**config.mk**
```make
export PLATFORM = sky130hd
export DESIGN_NAME = mem_bus_arbiter
export DESIGN_NICKNAME = d
export VERILOG_FILES = /design/src/rtl/mem_bus_arbiter.sv
export SDC_FILE = /design/constraint.sdc
export NUM_CORES = 1
export LEC_CHECK = 0
export CORE_UTILIZATION = 53
export CTS_BUF_LIST = sky130_fd_sc_hd__clkbuf_4
export DETAILED_ROUTE_END_ITERATION = 8
export PLACE_DENSITY_LB_ADDON = 0.08
export SETUP_SLACK_MARGIN = 0.3
export SYNTH_ARGS = -nofsm -noshare
export SYNTH_HDL_FRONTEND = slang
export SYNTH_SLANG_ARGS = --single-unit
```
**constraint.sdc**
```tcl
create_clock -name clk_in -period 3.34 [get_ports clk_in]
set_clock_uncertainty 0.05 [all_clocks]
set_input_delay 0.501 -clock clk_in [delete_from_list [all_inputs] [get_ports clk_in]]
set_output_delay 0.501 -clock clk_in [all_outputs]
set_load 0.05 [all_outputs]
```
**src/rtl/mem_bus_arbiter.sv**
```systemverilog
// rtl/mem_bus_arbiter.sv - byte-serial RAM/IO port shared by instruction fetch and load/store
// Define MEM_ARB_RR_EN for round-robin arbitration; default build gives the data side fixed priority.
module mem_bus_arbiter #(
    parameter int         ADDR_W = 32,
    parameter logic [1:0] IO_HI  = 2'b11
) (
    input  logic              clk_in,
    input  logic              rst_in,
    input  logic              rdy_in,
    input  logic              clear_flag,
    input  logic              if_req,
    input  logic [ADDR_W-1:0] if_addr,
    output logic              if_done,
    output logic [31:0]       if_data,
    input  logic              ls_req,
    input  logic              ls_wr,
    input  logic [1:0]        ls_size,
    input  logic [ADDR_W-1:0] ls_addr,
    input  logic [31:0]       ls_wdata,
    output logic              ls_done,
    output logic [31:0]       ls_rdata,
    input  logic [7:0]        mem_din,
    output logic [7:0]        mem_dout,
    output logic [ADDR_W-1:0] mem_a,
    output logic              mem_wr,
    input  logic              io_buffer_full
);

    typedef enum logic [1:0] {IDLE, READ, WRITE, DONE} state_t;

    state_t            state, state_next;
    logic              own_ls;
    logic [2:0]        cnt, n_q;
    logic [ADDR_W-1:0] base;
    logic [31:0]       wdata_q, rbuf, cap_word;
    logic [1:0]        cap_idx;
    logic              grant_if, grant_ls, gnt_wr, gnt_stall, run_stall, last_cap;
    logic [ADDR_W-1:0] gnt_addr, next_addr;
    logic [2:0]        gnt_n;
`ifdef MEM_ARB_RR_EN
    logic              rr_last;  // 0 = fetch side granted last, 1 = data side
`endif

    always_comb begin
        grant_if = 1'b0;
        grant_ls = 1'b0;
        if (state == IDLE && !clear_flag) begin
`ifdef MEM_ARB_RR_EN
            if (if_req && ls_req) begin
                grant_ls = !rr_last;
                grant_if = rr_last;
            end else begin
                grant_ls = ls_req;
                grant_if = if_req;
            end
`else
            grant_ls = ls_req;
            grant_if = if_req && !ls_req;
`endif
        end
    end

    always_comb begin
        gnt_addr  = grant_ls ? ls_addr : if_addr;
        gnt_wr    = grant_ls && ls_wr;
        gnt_n     = !grant_ls ? 3'd4 : (ls_size == 2'd0) ? 3'd1 : (ls_size == 2'd1) ? 3'd2 : 3'd4;
        gnt_stall = (gnt_addr[17:16] == IO_HI) && io_buffer_full;
        run_stall = (base[17:16] == IO_HI) && io_buffer_full;
        next_addr = base + {{(ADDR_W-3){1'b0}}, cnt};
        last_cap  = (cnt == n_q + 3'd1);
        // Byte arriving on mem_din was addressed two edges earlier.
        cap_idx   = cnt[1:0] - 2'd2;
        cap_word  = rbuf;
        cap_word[8*cap_idx +: 8] = mem_din;
    end

    always_comb begin
        state_next = state;
        case (state)
            IDLE:    if (grant_if || grant_ls) state_next = gnt_wr ? WRITE : READ;
            READ:    if (clear_flag) state_next = IDLE;
                     else if (last_cap) state_next = DONE;
            WRITE:   if (!run_stall && cnt == n_q) state_next = DONE;
            DONE:    state_next = IDLE;
            default: state_next = IDLE;
        endcase
    end

    always_ff @(posedge clk_in) begin
        if (rst_in) state <= IDLE;
        else if (rdy_in) state <= state_next;
    end

    always_ff @(posedge clk_in) begin
        if (rst_in) begin
            mem_a    <= '0;
            mem_dout <= '0;
            mem_wr   <= 1'b0;
            if_done  <= 1'b0;
            ls_done  <= 1'b0;
            if_data  <= '0;
            ls_rdata <= '0;
            own_ls   <= 1'b0;
            base     <= '0;
            n_q      <= '0;
            cnt      <= '0;
            wdata_q  <= '0;
            rbuf     <= '0;
`ifdef MEM_ARB_RR_EN
            rr_last  <= 1'b0;
`endif
        end else if (rdy_in) begin
            if_done <= 1'b0;
            ls_done <= 1'b0;
            case (state)
                IDLE: begin
                    mem_wr <= 1'b0;
                    if (grant_if || grant_ls) begin
                        own_ls  <= grant_ls;
                        base    <= gnt_addr;
                        n_q     <= gnt_n;
                        wdata_q <= ls_wdata;
                        rbuf    <= '0;
                        mem_a   <= gnt_addr;
`ifdef MEM_ARB_RR_EN
                        rr_last <= grant_ls;
`endif
                        if (gnt_wr && !gnt_stall) begin
                            mem_dout <= ls_wdata[7:0];
                            mem_wr   <= 1'b1;
                        end
                        cnt <= (gnt_wr && gnt_stall) ? 3'd0 : 3'd1;
                    end
                end
                READ: begin
                    // A flush drops any read in flight, including uncommitted loads.
                    if (!clear_flag) begin
                        if (cnt < n_q) mem_a <= next_addr;
                        if (cnt >= 3'd2) rbuf <= cap_word;
                        if (last_cap) begin
                            if (own_ls) begin
                                ls_done  <= 1'b1;
                                ls_rdata <= cap_word;
                            end else begin
                                if_done <= 1'b1;
                                if_data <= cap_word;
                            end
                        end
                        cnt <= cnt + 3'd1;
                    end
                end
                WRITE: begin
                    if (run_stall) begin
                        mem_wr <= 1'b0;
                    end else if (cnt < n_q) begin
                        mem_a    <= next_addr;
                        mem_dout <= wdata_q[8*cnt[1:0] +: 8];
                        mem_wr   <= 1'b1;
                        cnt      <= cnt + 3'd1;
                    end else begin
                        mem_wr  <= 1'b0;
                        ls_done <= 1'b1;
                    end
                end
                default: mem_wr <= 1'b0;
            endcase
        end
    end

endmodule

```
==> results.sh <==
export IMPL_status="finished with violations"
export IMPL_violations="DRC"
export IMPL_multi_input_area_um2=5345
export IMPL_slew_headroom=0.3827
export IMPL_final_nets=1493
export IMPL_yosysSeqAreaShare=0.4252
export IMPL_rows=49
export IMPL_ys_async_sr_fraction=0
export IMPL_io_pins=221
export IMPL_drt_iter0_markers=534
export IMPL_synth_nets=1278
export IMPL_required_ns=3.84
export IMPL_htreeDepth=2
export IMPL_synth_area_top_cells="dfxtp_1 43%, a21oi_1 6.1%, a211oi_1 6.0%"
export IMPL_min_delay_start="ls_wdata[12]"
export IMPL_ys_flop_type="dfxtp_1"
export IMPL_clkLatencyLatePin_ns=0.65
export IMPL_track_usage=0.2698
export IMPL_power_leakage_nw=4.574
export IMPL_cp_arrival_ns=3.14
export IMPL_pre_cts_ws_ns=0.5463
export IMPL_ys_warn_count=0
export IMPL_fmax_mhz=378.4
export IMPL_reg2reg_from="cnt[0]"
export IMPL_power_density_nw_per_um2=472.9
export IMPL_firstDrtPassIters=9
export IMPL_postSynthAreaPerCell_um2=8.717
export IMPL_vdd_drop_max_v=0.0003055
export IMPL_grtUsageMet3=0.04818
export IMPL_hpwl_um=17380
export IMPL_die_w_um=139.2
export IMPL_drv_slew=0
export IMPL_dieArea_um2=19390
export IMPL_post_route_drc_count=12
export IMPL_period_share=0.7912
export IMPL_path_cells="ha_1 -> inv_1 -> fa_1 -> nor2b_1 -> o21a_1 -> a31o_2 -> a21oi_1 -> o41ai_1"
export IMPL_final_cell_mix="219 x clkdlybuf4s50_1, 212 x dfxtp_1, 138 x nand2_1"
export IMPL_ys_seq_elements=212
export IMPL_cts_resized=0
export IMPL_synth_top_area_cell="dfxtp_1"
export IMPL_hp_class="input pin to register"
export IMPL_io_buffer_count=220
export IMPL_crit_buf_inv=1
export IMPL_worstPathMaxFanout=10
export IMPL_cts_made_buffers=54
export IMPL_antenna_found_initial=2
export IMPL_area_delta_synth_final_pct=30.84
export IMPL_postSynthCellCount=1145
export IMPL_cpMaxStageDelayCell="dfxtp_1"
export IMPL_cts_root_buf="clkbuf_4"
export IMPL_clock_sinks=212
export IMPL_ant_nets=0
export IMPL_total_power_mw=6.176
export IMPL_critical_path_class="register to register"
export IMPL_startpoint="cnt[0]"
export IMPL_cts_setup_buffers=0
export IMPL_fin_ws_ns=0.6974
export IMPL_drive_gt1_frac=0.1352
export IMPL_vias=9087
export IMPL_grt_max_degree=131
export IMPL_grtUsageMet1=0.3407
export IMPL_gr_usage_met2=0.4512
export IMPL_tightest_slew_ns=0.9260
export IMPL_via_per_inst=5.554
export IMPL_cpPeakStageDelay_ns=0.48
export IMPL_wirelength_um=26010
export IMPL_grt_pass1_vias=8682
export IMPL_cpLargestDelayFamily="compound AO/OA/AOI/OAI gates"
export IMPL_fin_setup_tns_ns=0
export IMPL_syn_area_um2=9981
export IMPL_startpoint_type="register"
export IMPL_busiest_layer="met2"
export IMPL_fp_coreArea_um2=18210
export IMPL_synth_edf_count=0
export IMPL_drv_cap=0
export IMPL_setup_viol=0
export IMPL_start_util=0.5481
export IMPL_overflow=0
export IMPL_seq_area_um2=4244
export IMPL_layout_commonest_cell="clkdlybuf4s50_1"
export IMPL_fillers=1507
export IMPL_clockBufferDepth=3
export IMPL_cp_end_kind="register"
export IMPL_routedWlPerCell_um=15.90
export IMPL_hold_buffers=0
export IMPL_die_y_um=139.2
export IMPL_place_gp_congestion=0.9111
export IMPL_grt_pass1_wl_um=42910
export IMPL_period_needed_ns=2.643
export IMPL_synth_top_cell_area_share=0.4252
export IMPL_ys_types=61
export IMPL_clk_pin_slew_ns=0.07
export IMPL_cts_tree="yes"
export IMPL_rsz0062_at_grt="false"
export IMPL_final_hold_violation_count=0
## tightest hold or removal path: stages
cell	delay, ns
clkdlybuf4s50_1	0.39
nand2_1	0.06
a21oi_1	0.05
## registers in the layout (all words and copies together), names as in the netlist, 2 cells and up
signal    count
if_data      32
wdata_q      32
mem_a        32
ls_rdata     32
cnt           3
base         32
n_q           3
state         2
rbuf         32
mem_dout      8
## layout make-up
cell class	instances	share of cell area
antenna	2	0.0003833
clock inverter	24	0.007186
timing repair buffer	245	0.1879
tap	229	0.02194
inverter	14	0.004024
clock buffer	77	0.04427
multi-input combinational	833	0.4093
sequential	212	0.3250
## logic make-up after synthesis
group	after synthesis	synth area share
AOI/OAI and AO/OA	294	0.2005
and+or+nand+nor	449	0.2263
xor gates and xnor gates	22	0.02081
DFF	212	0.4252
muxes	49	0.05980
buffers and inverters	100	0.04287
adders and majority gates	19	0.02457
## synthesized netlist by cell type, drive strengths merged (4+ instances only)
library cell	count
a311oi	4
o22ai	5
a211oi	102
mux4	8
mux2	5
xor2	15
buf	30
nand4	14
a21o	5
o21ai	12
o211ai	11
or3	13
nor2b	35
a31oi	5
xnor2	6
o41ai	5
nor3	17
nand3	18
a21oi	122
or3b	32
inv	13
nand3b	20
nor3b	6
o31ai	5
and3	5
dfxtp	212
clkbuf	56
nor2	134
ha	18
mux2i	36
nand2	138
## through the flow
stage | area, um^2 | utilization | hold WS (ns) | instances
after global routing | 13060 | 0.7172 | 0.3524 | 1636
final | 13060 | 0.7172 | 0.3563 | 1636
after CTS | 13050 | 0.7169 | 0.3120 | 1634
after floorplan | 9981 | - | 0.3772 | 1145
after global placement | 12380 | 0.6800 | 0.3829 | 1533
after detailed placement | 12380 | 0.6800 | 0.3884 | 1533
## path summary, 6_finish.rpt
check / to / slack (ns) / cells after the start
min: wdata_q[12] / 0.36 / 3
max: mem_a[8] / 0.70 / 8
min reg2reg: rbuf[27] / 0.40 / 2
max reg2reg: mem_a[8] / 0.70 / 8
## layer usage
metal,share of wire,vias to the layer above
li1,-,4544
met1,0.43,4210
met2,0.48,279
met3,0.055,54
met4,0.028,0
met5,0,-
## where the power goes
part	internal (mW)	switching (mW)
clock	1.07	1.06
combinational	0.515	0.779
sequential	2.65	0.0991
No activity file was read; power rests on OpenSTA's default activity.
